`config.mk`:
```
export PLATFORM = sky130hd
export DESIGN_NAME = output_buffer_writer
export DESIGN_NICKNAME = d
export VERILOG_FILES = /design/src/rtl/output_buffer_pkg.sv /design/src/rtl/output_buffer_writer_pos.sv /design/src/rtl/output_buffer_writer.sv
export SDC_FILE = /design/constraint.sdc
export NUM_CORES = 1
export LEC_CHECK = 0
export ABC_AREA = 1
export BUFFER_PORTS_ARGS = -buffer_cell sky130_fd_sc_hd__buf_4
export CAP_MARGIN = 40
export CORE_ASPECT_RATIO = 1.75
export CORE_MARGIN = 2
export CORE_UTILIZATION = 55
export DETAILED_ROUTE_END_ITERATION = 8
export PLACE_DENSITY = 0.78
export SKIP_CTS_REPAIR_TIMING = 1
export SLEW_MARGIN = 20
export SYNTH_ARGS = -nofsm -noshare
export SYNTH_HDL_FRONTEND = slang
export SYNTH_HIERARCHICAL = 1
export SYNTH_SLANG_ARGS = --single-unit
```
`constraint.sdc`:
```
create_clock -name clk -period 5.2 [get_ports clk]
set_clock_uncertainty 0.15 [all_clocks]
set_input_delay 0.52 -clock clk [delete_from_list [all_inputs] [get_ports clk]]
set_output_delay 0.52 -clock clk [all_outputs]
set_load 0.01 [all_outputs]
```
`src/rtl/output_buffer_pkg.sv`:
```
// Shared definitions for the 3x3 output buffer and its write-side companion.
// Holds the writer FSM state encoding and the padded-frame geometry helpers
// so that the buffer and the writer derive DEPTH/PAD_* identically.
package output_buffer_pkg;

  // Writer sequencing states
  typedef enum logic [1:0] {
    ST_IDLE = 2'd0,
    ST_RUN  = 2'd1,
    ST_FIN  = 2'd2
  } wr_state_t;

  // One-pixel zero border on each side
  function automatic int unsigned pad_dim(input int unsigned n);
    return n + 32'd2;
  endfunction

  // Element count of the zero-padded frame
  function automatic int unsigned buf_depth(input int unsigned in_width,
                                            input int unsigned in_height,
                                            input int unsigned channels);
    return pad_dim(in_width) * pad_dim(in_height) * channels;
  endfunction

  // Counter width that stays at least one bit for single-value ranges
  function automatic int unsigned cnt_width(input int unsigned n);
    return (n > 32'd1) ? $clog2(n) : 32'd1;
  endfunction

endpackage

```
`src/rtl/output_buffer_writer_pos.sv`:
```
// padded_pos_counter: walks the padded frame in row / col / channel order
// (channel innermost) alongside a linear address equal to the write count.
// Ports:
//   clk, rst_n  clock and async active-low reset
//   clear       zero all counters (takes priority over advance)
//   advance     step to the next position; wraps to 0 after the last one
//   addr        linear address of the current position
//   border_c    current position lies on the zero border (combinational)
//   last_c      current position is the final one of the frame (combinational)
module padded_pos_counter
  import output_buffer_pkg::*;
#(
  parameter int unsigned PAD_WIDTH  = 7,
  parameter int unsigned PAD_HEIGHT = 7,
  parameter int unsigned CHANNELS   = 3,
  parameter int unsigned ADDR_WIDTH = 8
) (
  input  logic                  clk,
  input  logic                  rst_n,
  input  logic                  clear,
  input  logic                  advance,
  output logic [ADDR_WIDTH-1:0] addr,
  output logic                  border_c,
  output logic                  last_c
);

  localparam int unsigned DEPTH = PAD_WIDTH * PAD_HEIGHT * CHANNELS;
  localparam int unsigned ROW_W = cnt_width(PAD_HEIGHT);
  localparam int unsigned COL_W = cnt_width(PAD_WIDTH);
  localparam int unsigned CH_W  = cnt_width(CHANNELS);

  logic [ROW_W-1:0] row;
  logic [COL_W-1:0] col;
  logic [CH_W-1:0]  ch;

  logic row_end_c;
  logic col_end_c;
  logic ch_end_c;

  assign row_end_c = (row == ROW_W'(PAD_HEIGHT - 1));
  assign col_end_c = (col == COL_W'(PAD_WIDTH - 1));
  assign ch_end_c  = (ch == CH_W'(CHANNELS - 1));

  assign border_c = (row == '0) || row_end_c || (col == '0) || col_end_c;
  assign last_c   = (addr == ADDR_WIDTH'(DEPTH - 1));

  // Nested counters plus linear address, all stepping on the same advance
  always_ff @(posedge clk or negedge rst_n) begin
    if (!rst_n) begin
      row  <= '0;
      col  <= '0;
      ch   <= '0;
      addr <= '0;
    end else if (clear) begin
      row  <= '0;
      col  <= '0;
      ch   <= '0;
      addr <= '0;
    end else if (advance) begin
      addr <= last_c ? '0 : addr + ADDR_WIDTH'(1);
      if (ch_end_c) begin
        ch <= '0;
        if (col_end_c) begin
          col <= '0;
          row <= row_end_c ? '0 : row + ROW_W'(1);
        end else begin
          col <= col + COL_W'(1);
        end
      end else begin
        ch <= ch + CH_W'(1);
      end
    end
  end

endmodule

```
`src/rtl/output_buffer_writer.sv`:
```
// output_buffer_writer: turns an unpadded raster stream (channels innermost)
// into one buffer write per padded-frame position. Border positions write 0
// with is_padding set and consume nothing; interior positions wait for a
// stream beat. Optional build macro OUTBUF_WR_RELU_EN clamps negative
// interior data to zero.
// Ports:
//   clk, rst_n   clock and async active-low reset
//   start        begin a frame when idle (ignored while busy)
//   in_data      signed stream element
//   in_valid     stream element valid
//   in_ready     writer accepts in_data this cycle (combinational, state only)
//   wr_en        buffer write strobe (registered)
//   wr_addr      buffer write address (registered)
//   wr_data      buffer write data (registered)
//   is_padding   current write is a border zero (registered)
//   busy         frame in progress (registered)
//   done         one-cycle frame-complete pulse (registered)
module output_buffer_writer
  import output_buffer_pkg::*;
#(
  parameter int unsigned DATA_WIDTH     = 8,
  parameter int unsigned OUT_CHANNELS   = 3,
  parameter int unsigned IN_WIDTH       = 5,
  parameter int unsigned IN_HEIGHT      = 5,
  localparam int unsigned PAD_WIDTH     = pad_dim(IN_WIDTH),
  localparam int unsigned PAD_HEIGHT    = pad_dim(IN_HEIGHT),
  localparam int unsigned DEPTH         = buf_depth(IN_WIDTH, IN_HEIGHT, OUT_CHANNELS),
  localparam int unsigned WR_ADDR_WIDTH = $clog2(DEPTH)
) (
  input  logic                     clk,
  input  logic                     rst_n,
  input  logic                     start,
  input  logic [DATA_WIDTH-1:0]    in_data,
  input  logic                     in_valid,
  output logic                     in_ready,
  output logic                     wr_en,
  output logic [WR_ADDR_WIDTH-1:0] wr_addr,
  output logic [DATA_WIDTH-1:0]    wr_data,
  output logic                     is_padding,
  output logic                     busy,
  output logic                     done
);

  wr_state_t state;
  wr_state_t state_nxt;

  logic                     advance_c;
  logic                     clear_c;
  logic [WR_ADDR_WIDTH-1:0] pos_addr;
  logic                     border_c;
  logic                     last_c;
  logic [DATA_WIDTH-1:0]    interior_data_c;

  padded_pos_counter #(
    .PAD_WIDTH  (PAD_WIDTH),
    .PAD_HEIGHT (PAD_HEIGHT),
    .CHANNELS   (OUT_CHANNELS),
    .ADDR_WIDTH (WR_ADDR_WIDTH)
  ) u_pos (
    .clk      (clk),
    .rst_n    (rst_n),
    .clear    (clear_c),
    .advance  (advance_c),
    .addr     (pos_addr),
    .border_c (border_c),
    .last_c   (last_c)
  );

  // Interior data path: optional ReLU on the signed element
`ifdef OUTBUF_WR_RELU_EN
  assign interior_data_c = in_data[DATA_WIDTH-1] ? '0 : in_data;
`else
  assign interior_data_c = in_data;
`endif

  // State register
  always_ff @(posedge clk or negedge rst_n) begin
    if (!rst_n) begin
      state <= ST_IDLE;
    end else begin
      state <= state_nxt;
    end
  end

  // Next state, handshake and position advance
  always_comb begin
    state_nxt = state;
    in_ready  = 1'b0;
    advance_c = 1'b0;
    clear_c   = 1'b0;
    case (state)
      ST_IDLE: begin
        if (start) begin
          state_nxt = ST_RUN;
          clear_c   = 1'b1;
        end
      end
      ST_RUN: begin
        // Border positions resolve on their own; interior ones need a beat
        in_ready  = !border_c;
        advance_c = border_c || in_valid;
        if (advance_c && last_c) begin
          state_nxt = ST_FIN;
        end
      end
      ST_FIN: begin
        state_nxt = ST_IDLE;
      end
      default: begin
        state_nxt = ST_IDLE;
      end
    endcase
  end

  // Registered write port and status; done lands the cycle after the last write
  always_ff @(posedge clk or negedge rst_n) begin
    if (!rst_n) begin
      wr_en      <= 1'b0;
      wr_addr    <= '0;
      wr_data    <= '0;
      is_padding <= 1'b0;
      busy       <= 1'b0;
      done       <= 1'b0;
    end else begin
      wr_en      <= advance_c;
      is_padding <= advance_c && border_c;
      if (advance_c) begin
        wr_addr <= pos_addr;
        wr_data <= border_c ? '0 : interior_data_c;
      end
      busy <= (state_nxt != ST_IDLE);
      done <= (state == ST_FIN);
    end
  end

endmodule

```
* Yosys cells after proc, flatten, opt, wreduce, memory -nomap -nowiden
Index checks and enable logic that the tools add are counted.
** Word-level totals
- Flip-flop bits (word level) :: 38
- Bits of input ports :: 12
- Output and inout bits :: 21
- Word-level logic and storage cells :: 60
** Operators by class
- Add/subtract/negate cells :: 4
- Eq/ne operators :: 6
- Multiplexer cells :: 23
- Reduce and logical (&&, ||, !) cells :: 16
** Operators by type and width (count)
- 8-bit two-way mux :: 4
- 3-bit two-way mux :: 9
- 2-bit two-way mux :: 5
- 8-bit by 1-bit adder with 8-bit output, second input constant :: 1
- 8-bit == test, second input constant :: 1
- 2-bit nonzero test :: 4
- 3-bit by 1-bit adder with 3-bit output, second input constant :: 2
- 3-bit == test, second input constant :: 2
- 3-bit logical NOT :: 2
- 2-bit == test, second input constant :: 2
- 1-bit logical OR :: 4
- 1-bit two-way mux :: 4
- 2-bit case mux with 2 select lines :: 1
- 3-bit AND reduction :: 1
- 2-bit by 1-bit adder with 2-bit output, second input constant :: 1
- 2-bit by 1-bit == test with 1-bit output, second input constant :: 1
- 1-bit logical AND :: 2
- 2-bit logical NOT :: 1
- 2-bit AND reduction :: 1
- 1-bit logical NOT :: 1

* Depth between registers and ports, before layout
- Depth in word-level cells :: 9
- Mapped depth :: 16
- Depth with buffers taken out :: 15

* By module
The synthesis kept the hierarchy.
** Modules (own cells, without submodules)
- padded_pos_counter :: times used 1, cells an instance 148, area an instance 1029.7 um^2, seq. area each 400.4 um^2
- output_buffer_writer :: times used 1, cells an instance 111, area an instance 950.9 um^2, seq. area each 550.5 um^2

* Least setup slack after synthesis
OpenSTA, ideal clock, no wires.
- Path type :: flip-flop to flip-flop
- From :: register u_pos.row[0]
- To :: register u_pos.row[2]
- Setup time :: 117 ps
- Arrival time :: 1807 ps
- Data required time :: 4933 ps
- Slack :: 3126 ps
- Cell stages (with the launch flop) :: 17
- Path buffers :: 1
- Clock period less this slack :: 2074 ps
- Cell sequence :: dfrtp_1 -> inv_1 -> nand3_1 -> inv_1 -> nor2_1 -> o221ai_1 -> inv_1 -> nand2_2 -> nand2_4 -> buf_6 -> inv_2 -> nor2_4 -> inv_2 -> nand3_2 -> nor2_1 -> nand2_1 -> nand2_1
** Between the ends
- Word-level cells in the longest chain between the ends :: 8
- Elaborated cells on any way between the ends :: 15
- Those cells by class :: add/sub (1); eq/ne (1); mux (6); reduce/logical (7)
** Ends and longest elaborated chain
- from (decl) :: RTL line output_buffer_writer_pos.sv:32 : logic [ROW_W-1:0] row;
- from (signal assigned) :: RTL line output_buffer_writer_pos.sv:65 : row <= row_end_c ? '0 : row + ROW_W'(1);
- 3-bit == test or 3-bit logical NOT (tied branches) :: RTL line output_buffer_writer_pos.sv:40, output_buffer_writer_pos.sv:44
- 1-bit logical OR * (3 in series) :: RTL line output_buffer_writer_pos.sv:44 : assign border_c = (row == '0) || row_end_c || (col == '0) || col_end_c;
- named net border_c :: RTL line output_buffer_writer.sv:50 : logic border_c;
- 1-bit logical OR * :: RTL line output_buffer_writer.sv:101 : advance_c = border_c || in_valid;
- 1-bit two-way mux * :: RTL line output_buffer_writer.sv:91 : case (state)
- named net advance_c :: RTL line output_buffer_writer.sv:47 : logic advance_c;
- 2-bit nonzero test (no line) *
- 3-bit AND reduction (no line) *
The timed path passes the listed nets; every way through them passes the cells marked *. The select of a mux whose other input is x is not followed.
A chain may end at the register's enable or synchronous reset.

* Worst setup path in the final report
- From :: register u_pos.col[0]
- To :: register u_pos.row[2]
** Between the ends
- Word-level cells in the longest chain between the ends :: 7
- Elaborated cells on any way between the ends :: 9
- Those cells by class :: eq/ne (1); mux (1); reduce/logical (7)
** Ends and longest elaborated chain
- from (decl) :: RTL line output_buffer_writer_pos.sv:33 : logic [COL_W-1:0] col;
- from (signal assigned) :: RTL line output_buffer_writer_pos.sv:67 : col <= col + COL_W'(1);
- 3-bit logical NOT :: RTL line output_buffer_writer_pos.sv:44
- 1-bit logical OR :: RTL line output_buffer_writer_pos.sv:44
- 1-bit logical OR * :: RTL line output_buffer_writer_pos.sv:44
- named net border_c :: RTL line output_buffer_writer.sv:50
- 1-bit logical OR * :: RTL line output_buffer_writer.sv:101
- 1-bit two-way mux * :: RTL line output_buffer_writer.sv:91
- named net advance_c :: RTL line output_buffer_writer.sv:47
- 2-bit nonzero test (no line) *
- 3-bit AND reduction (no line) *
The timed path passes the listed nets; every way through them passes the cells marked *.

==> flow_summary.json <==
{
  "status": "finished, final reports clean",
  "start_util": 0.583,
  "slew_headroom": 0.473,
  "area_delta_synth_final_pct": 17.6,
  "clockRootBuffer": "clkbuf_8",
  "fin_crit_sh": 0.545,
  "die_w_um": 49.4,
  "die-area_um2": 4120,
  "fmax_mhz": 353,
  "io_pins": 33,
  "cts_sinks": 38,
  "synth_seq_cells": 38,
  "grt_max_degree": 39,
  "drt_iter0_drc": 44,
  "syn-num-nets": 273,
  "fin_cells": 340,
  "syn_avg_cell_area_um2": 7.65,
  "critPathKind": "reg2reg",
  "critical_path.max_fanout": 18,
  "gr-usage-all-layers": 0.216,
  "fillCellCount": 288,
  "cp-start-kind": "flop",
  "cts_buffers": 5,
  "worstPathArrival_ns": 2.91,
  "clock_latency_ns": 0.28,
  "hp-class": "in2async",
  "cts.path.max_buffers": 2,
  "dpl_worst_slack_ns": 2.37,
  "grt_antenna_before_repair": 0,
  "dr.pass1.iters": 4,
  "htree_levels": 2,
  "multi_input_area_um2": 863,
  "rows": 28,
  "cts_tree": "yes",
  "cap_violations": 0,
  "final_area_um2": 2330,
  "synth_cell_type_count": 28,
  "placed_area_um2": 2250,
  "fp.dieH_um": 83.4,
  "fin_nets": 309,
  "drive_above_1_share": 0.193,
  "grt_first_pass_wirelength_mm": 6.88,
  "diodes": 0,
  "gp_congestion": 0.814,
  "hold_violations": 0,
  "clk_pin_slew_worst_paths_ns": 0.07,
  "vdd_drop_max_v": 0.000313,
  "grt_pass1_vias": 1606,
  "worst-r2r-cell-count": 12,
  "port_buffers": 32,
  "setup_ws_ns": 2.36,
  "p_total_mw": 1.27,
  "core-area_um2": 3400,
  "grt_overflow": 0,
  "dp.cells": 333,
  "leakage_nw": 1.32,
  "ys.warnings.count": 6,
  "finalCriticalPeriod_ns": 2.84,
  "finalSetupViolCount": 0,
  "ff2ff_setup_slack_ns": 2.36,
  "worst_pin_slew_ns": 0.791,
  "vias_per_cell": 5.01,
  "ant_nets": 0,
  "fin_setup_tns_ns": 0,
  "endpoint_kind": "flop",
  "num_vias": 1702,
  "rr_startpoint": "u_pos/col[0]",
  "cellPowerDensity_nw_per_um2": 546,
  "required_ns": 5.27,
  "hpwlAfterDp_mm": 3.01,
  "synth_area_um2": 1980,
  "reg2reg_to": "u_pos/row[2]",
  "drc": 0,
  "wire_per_inst_um": 11.8,
  "seq_area_um2": 951,
  "rsz0062_at_grt": "false",
  "slew_violations": 0,
  "yosysSeqAreaShare": 0.480,
  "wirelength_mm": 4.00,
  "syn_inst": 259
}
==> power breakdown <==
part / leakage (nW) / total, mW / internal (mW) / switching [mW]
registers: 0.483 / 0.508 / 0.409 / 0.0998
logic: 0.796 / 0.579 / 0.234 / 0.345
clock network: 0.0383 / 0.184 / 0.0922 / 0.0919
==> flip-flops by register name, summed over array words and instances, names as in the netlist <==
register,count
wr_en,1
state,2
wr_data,8
u_pos/col,3
is_padding,1
u_pos/addr,8
busy,1
done,1
u_pos/row,3
wr_addr,8
u_pos/ch,2
==> Yosys cell counts <==
cell type / n / area share
nor3_1: 1 / 0.0025
inv_4: 1 / 0.0032
inv_1: 31 / 0.059
nor2_8: 2 / 0.020
o21ai_1: 4 / 0.010
buf_4: 1 / 0.0038
dfrtp_1: 38 / 0.48
nand3_2: 1 / 0.0051
nand3_1: 23 / 0.058
a21oi_1: 1 / 0.0025
or2_1: 1 / 0.0032
nand3b_1: 1 / 0.0038
buf_6: 1 / 0.0057
o22ai_1: 1 / 0.0032
o221ai_1: 1 / 0.0044
o21ai_0: 2 / 0.0051
o21bai_2: 1 / 0.0057
nand2_2: 1 / 0.0032
nand4_1: 3 / 0.0095
ha_1: 2 / 0.013
o21ai_2: 2 / 0.0088
nand2_1: 92 / 0.17
nand2_4: 5 / 0.028
nor2_2: 1 / 0.0032
inv_2: 4 / 0.0076
nor2_1: 35 / 0.066
buf_2: 2 / 0.0051
nor2_4: 1 / 0.0057
==> worst max path at each step <==
stage | start | end | slack (ns) | cells after the start
after floorplan | u_pos/row[0] | u_pos/row[2] | 3.13 | 16
after global placement | u_pos/col[0] | u_pos/row[2] | 2.38 | 12
after detailed placement | u_pos/col[0] | u_pos/row[2] | 2.37 | 12
after CTS | u_pos/col[0] | u_pos/row[2] | 2.35 | 12
after global routing | u_pos/col[0] | u_pos/row[2] | 2.05 | 12
final | u_pos/col[0] | u_pos/row[2] | 2.36 | 12
==> layout make-up <==
cell class	count	share of cell area
Clock buffer	7	0.0328
Inverter	36	0.0591
Multi-Input combinational cell	181	0.371
Sequential cell	38	0.408
Tap cell	45	0.0242
Timing Repair Buffer	33	0.105
==> critical path: stages, from the launching register on <==
cell and delay (ns):
dfrtp_1 0.43, or2_1 0.25, o221ai_1 0.62, inv_1 0.16, nand2_2 0.30, nand2_4 0.20
inv_2 0.17, nor2_4 0.09, inv_2 0.11, nand3_2 0.10, nor2_1 0.10, nand2_1 0.06
nand2_1 0.05
==> stage by stage <==
stage               utilization  hold WS (ns)
floorplan                     -        0.0744
global placement          0.662         0.306
detailed placement        0.663         0.310
CTS                       0.686        0.0592
global route              0.686        0.0847
finish                    0.686        0.0409
==> layout by cell type (no fill, tap or decap), types with 4 or more instances in the layout <==
| cell | count |
|---|---|
| inv_2 | 4 |
| nand3_1 | 23 |
| inv_1 | 31 |
| nand2_4 | 5 |
| clkbuf_8 | 5 |
| nand2_1 | 92 |
| o21ai_1 | 4 |
| buf_4 | 32 |
| nor2_1 | 35 |
| dfrtp_1 | 38 |
==> kinds of logic after synthesis <==
logic type / share of synthesized area
AND/OR/NAND/NOR: 0.383
AO/OA/AOI/OAI: 0.0398
flip-flops: 0.480
buffers and inverters: 0.0840
adder cells (fa/ha/maj): 0.0126
==> layer usage <==
metal,GRT usage,share of wire,up-vias
li1,-,-,868
met1,0.224,0.38,775
met2,0.392,0.55,47
met3,0.0540,0.043,12
met4,0.101,0.027,0
met5,0,0,-
No activity file was read; power rests on OpenSTA's default activity.
